<file path="src/rtl/fetch_queue.sv">
// fetch_queue: instruction prefetch queue between fetch and decode.
//
// Buffers up to DEPTH {pc, instr, exc} entries captured from fetch and
// presents the oldest one to decode. pc_stall holds fetch's PC whenever
// the queue cannot take a word, so no fetched word is lost or duplicated.
// A flush (fetch's absJump strobe) empties the queue in one cycle.
//
// Ports:
//   clk, reset         clock, synchronous active-high reset
//   f_valid            fetch word valid this cycle (not hanging)
//   f_pc, f_instr      fetch PC and instruction word
//   f_exc              fetch address exception for f_pc
//   flush              redirect this cycle
//   pc_stall           to fetch: hold the PC
//   d_valid            head entry valid for decode
//   d_pc, d_instr      head entry PC and instruction (0 when !d_valid)
//   d_exc              head entry exception flag (0 when !d_valid)
//   d_ready            decode accepts the head this cycle
//   count              current occupancy, 0..DEPTH
//
// Handshakes: an entry moves fetch->queue on a clock edge where
// f_valid && !pc_stall && !flush, and queue->decode on an edge where
// d_valid && d_ready. pc_stall depends only on state and flush, never on
// d_ready, so a full queue refuses a push even in a cycle that pops.
module fetch_queue #(
  parameter int DEPTH = 4
) (
  input  logic                     clk,
  input  logic                     reset,
  input  logic                     f_valid,
  input  logic [31:0]              f_pc,
  input  logic [31:0]              f_instr,
  input  logic                     f_exc,
  input  logic                     flush,
  output logic                     pc_stall,
  output logic                     d_valid,
  output logic [31:0]              d_pc,
  output logic [31:0]              d_instr,
  output logic                     d_exc,
  input  logic                     d_ready,
  output logic [$clog2(DEPTH):0]   count
);

  localparam int AW = $clog2(DEPTH);
  localparam logic [AW:0]   FULL_CNT = (AW + 1)'(DEPTH);
  localparam logic [AW:0]   CNT_ONE  = (AW + 1)'(1);
  localparam logic [AW-1:0] PTR_ONE  = AW'(1);

  // Entry layout: {exc, pc, instr}
  logic [64:0]   mem [DEPTH];
  logic [AW-1:0] wr_ptr;
  logic [AW-1:0] rd_ptr;
  logic          exc_hold;
  logic          push;
  logic          pop;
  logic [64:0]   head;

  // Stall is dropped during a flush: fetch gives pcStall priority over
  // absJump, so a stall here would swallow the redirect.
  assign pc_stall = !flush && ((count == FULL_CNT) || exc_hold);
  assign push     = f_valid && !pc_stall && !flush;
  assign d_valid  = (count != '0) && !flush;
  assign pop      = d_valid && d_ready;

  assign head    = mem[rd_ptr];
  assign d_exc   = d_valid ? head[64]    : 1'b0;
  assign d_pc    = d_valid ? head[63:32] : 32'h0;
  assign d_instr = d_valid ? head[31:0]  : 32'h0;

  // Storage needs no reset: entries are only read when count says so.
  always_ff @(posedge clk) begin
    if (push) begin
      mem[wr_ptr] <= {f_exc, f_pc, f_instr};
    end
  end

  always_ff @(posedge clk) begin
    if (reset || flush) begin
      wr_ptr   <= '0;
      rd_ptr   <= '0;
      count    <= '0;
      exc_hold <= 1'b0;
    end else begin
      if (push) begin
        wr_ptr <= wr_ptr + PTR_ONE;
      end
      if (pop) begin
        rd_ptr <= rd_ptr + PTR_ONE;
      end
      case ({push, pop})
        2'b10:   count <= count + CNT_ONE;
        2'b01:   count <= count - CNT_ONE;
        default: count <= count;
      endcase
      // After an excepting fetch, nothing more is taken until a redirect.
      if (push && f_exc) begin
        exc_hold <= 1'b1;
      end
    end
  end

endmodule
</file>
<file path="config.mk">
export PLATFORM = sky130hd
export DESIGN_NAME = fetch_queue
export DESIGN_NICKNAME = d
export VERILOG_FILES = /design/src/rtl/fetch_queue.sv
export SDC_FILE = /design/constraint.sdc
export NUM_CORES = 1
export LEC_CHECK = 0
export ABC_CLOCK_PERIOD_IN_PS = 5800
export BUFFER_PORTS_ARGS = -buffer_cell sky130_fd_sc_hd__clkbuf_2
export CAP_MARGIN = 20
export CELL_PAD_IN_SITES_DETAIL_PLACEMENT = 1
export CELL_PAD_IN_SITES_GLOBAL_PLACEMENT = 1
export CORE_ASPECT_RATIO = 0.7
export CORE_MARGIN = 2
export CORE_UTILIZATION = 56
export CTS_BUF_LIST = sky130_fd_sc_hd__clkbuf_4 sky130_fd_sc_hd__clkbuf_8
export DETAILED_ROUTE_END_ITERATION = 16
export MAX_ROUTING_LAYER = met4
export PLACE_DENSITY_LB_ADDON = 0.1
export SYNTH_ARGS = -nofsm -noshare
export SYNTH_HDL_FRONTEND = slang
export SYNTH_SLANG_ARGS = --single-unit
</file>
<file path="constraint.sdc">
create_clock -name clk -period 5.8 [get_ports clk]
set_input_delay 1.16 -clock clk [delete_from_list [all_inputs] [get_ports clk]]
set_output_delay 1.16 -clock clk [all_outputs]
set_load 0.02 [all_outputs]
</file>
==> impl_metrics.toml <==
[sta]
rsz0062_at_grt = "false"
finalCritPeriodShare_pct = 68.0
tns_ps = 0
maxSlewHeadroom_pct = 30.7
fin_ws_ps = 1860
fin_skew_ps = 21.8
setup_viol = 0
min_period_ps = 3940
tightestPinTransition_ps = 1040
hold_viol_final = 0
fmax_mhz = 253
drv_slew = 0

[grt]
grt_max_degree = 66
grt_overflow = 0
grt_antenna_before_repair = 0
grt_pass1_vias = 5780
grt_use_total_pct = 22.6
grt_pass1_wl_um = 32600

[route]
antenna_left = 0
drc = 0
drt-pass1-iter-count = 4
via_per_inst = 5.65
drt-initial-drc-count = 467
vias = 5094
wl_per_cell_um = 23.1
drt_wl_total_um = 20800

[place]
gp_congestion = 0.791
post-place-ws_ps = 1840
port_buffers = 139
dp_hpwl_um = 12200

[cells_and_area]
syn2layout_area_growth_pct = 15.8
multi_input_area_mm2 = 0.00221
seq_area_mm2 = 0.00802
fillCellCount = 1531
most-common-layout-cells = "260 x edfxtp_1, 139 x clkbuf_2, 65 x mux4_2, 65 x and2_1, 41 x clkbuf_8"
final_util_pct = 66.5
antenna_cells = 0
nets = 713
final_common_cell = "edfxtp_1"
final_layout_size_suffix_gt1_share_pct = 41.4

[synth]
synth_top_area_cell = "edfxtp_1"
synth_seq_area_share_pct = 77.3
syn_area_mm2 = 0.0104
synth_nets = 551
synth_top_area_share_pct = 75.3
yosys_warnings = 0
syn_area_per_cell_um2 = 21.8
syn_inst = 475
synth_area_leaders = "edfxtp_1 75%, mux4_2 14%, and2_1 4.2%"
ys_ff_latch = 270
synth_cell_types = 27

[cts]
postCtsResizedCells = 0
htree_levels = 2
cts.sinks = 270
cts.clk_slew.worst_paths_ps = 60
cts_setup_buffers = 0
cts_buffers = 40
clockBufferDepth = 3
cts_hold_buffers = 0
cts_root_buffer = "clkbuf_8"
cts_tree = "done"
clkLatencyLatePin_ps = 510

[pwr]
pwr-share-comb_pct = 3.6
switching_share_pct = 20.6
p_seq_share_pct = 58.1
p_int_mw = 2.98
power_mw = 3.75
peakVddDrop_v = 0.000216
pwr-share-clk_pct = 38.3
p_switching_mw = 0.772
p_leak_nw = 4.11
power_density_mw_per_mm2 = 312

[worst_setup_path]
r2r_start = "count[2]"
cp_max_fo = 40
path_class = "in -> out"
r2r_slack_ps = 2990
cp.arrival_ps = 2780
endpoint_kind = "output pin"
critPathLaunchType = "primary input"
ff2ff_path_depth = 9
worst_r2r_endpoint = "count[2]"
worstPathRequired_ps = 4640

[hold_path]
min_to = "exc_hold"
hp-start = "exc_hold"
worst_hold_path.num_cells = 2
hold_path_class = "reg -> reg"

[floorplanning]
die_w_um = 167
initial_utilization_pct = 57.4
io_pins = 140
fp-row-count = 41
die-area_mm2 = 0.0196
die-height_um = 118
core-area_mm2 = 0.0181

[run_status]
status = "finished clean"

[flow_run]
drv_cap = 0
==> state kept, by name, indices dropped and copies added, names as in the netlist, named ones only <==
register	flops
rd_ptr	2
mem	260
count	3
wr_ptr	2
exc_hold	1
==> how the worst max path moves through the flow <==
| stage | end | startpoint | cells after the start |
|---|---|---|---|
| after global placement | d_instr[16] | flush | 5 |
| final | d_pc[7] | flush | 5 |
| after CTS | d_pc[7] | flush | 5 |
| after floorplan | mem[0][0] | f_valid | 3 |
| after global routing | d_instr[27] | flush | 5 |
| after detailed placement | d_pc[7] | flush | 5 |
==> power groups by stage <==
stage / sequential [mW] / clock (mW) / combinational [mW]
after floorplan: 2.22 / 0 / 0.0652
after global placement: 2.22 / 0 / 0.126
after detailed placement: 2.22 / 0 / 0.135
after CTS: 2.18 / 1.47 / 0.136
after global routing: 2.18 / 1.55 / 0.147
final: 2.18 / 1.44 / 0.135
==> per-stage QoR <==
| stage | hold WS (ps) | cell area, um^2 | std cells |
|---|---|---|---|
| 3_5_place_dp | 469 | 11300 | 831 |
| 3_3_place_gp | 451 | 11300 | 831 |
| 2_1_floorplan | 439 | 10400 | 475 |
| 6_report | 498 | 12000 | 902 |
| 5_1_grt | 523 | 12000 | 902 |
| 4_1_cts | 499 | 12000 | 902 |
==> worst max-delay path, stage by stage <==
cell      delay, ps
clkbuf_2        160
nor2_4          570
buf_4           480
and2_1          210
clkbuf_2        180
==> final cells by class <==
type                            count  area share, %
Inverter                            7          0.219
Clock buffer                       49           5.20
Multi-Input combinational cell    176           18.4
Clock inverter                     22          0.990
Tap cell                          236           2.46
Sequential cell                   270           66.8
Timing Repair Buffer              142           5.98
==> routing by layer <==
layer | track usage, % | up-vias | part of all wire (%)
met5 | - | - | 0
met4 | 5.23 | 0 | 1.3
met3 | 5.25 | 30 | 5.7
met1 | 29.3 | 2649 | 43
met2 | 37.2 | 164 | 50
li1 | - | 2251 | -
==> cell families after synthesis <==
logic type	share of synthesized area, %
flops	77.3
compound gates	0.821
mux	14.1
xor+xnor	0.169
simple gates	5.23
buf+inv	1.59
fa+ha+maj	0.797
==> synth_stat cells, drive strengths merged <==
master  instances
edfxtp        260
and2           69
mux4           65
buf            15
dfxtp          10
nor2            8
clkbuf          7
inv             7
ha              5
a21oi           4
nand2           3
nor3            3
o21ai           3
or3             3
a31o            2
o31ai           2
xor2            2
fa              1
nand2b          1
nand3b          1
nor3b           1
o211ai          1
o311a           1
or2             1
Power figures use the tool's default switching activity.
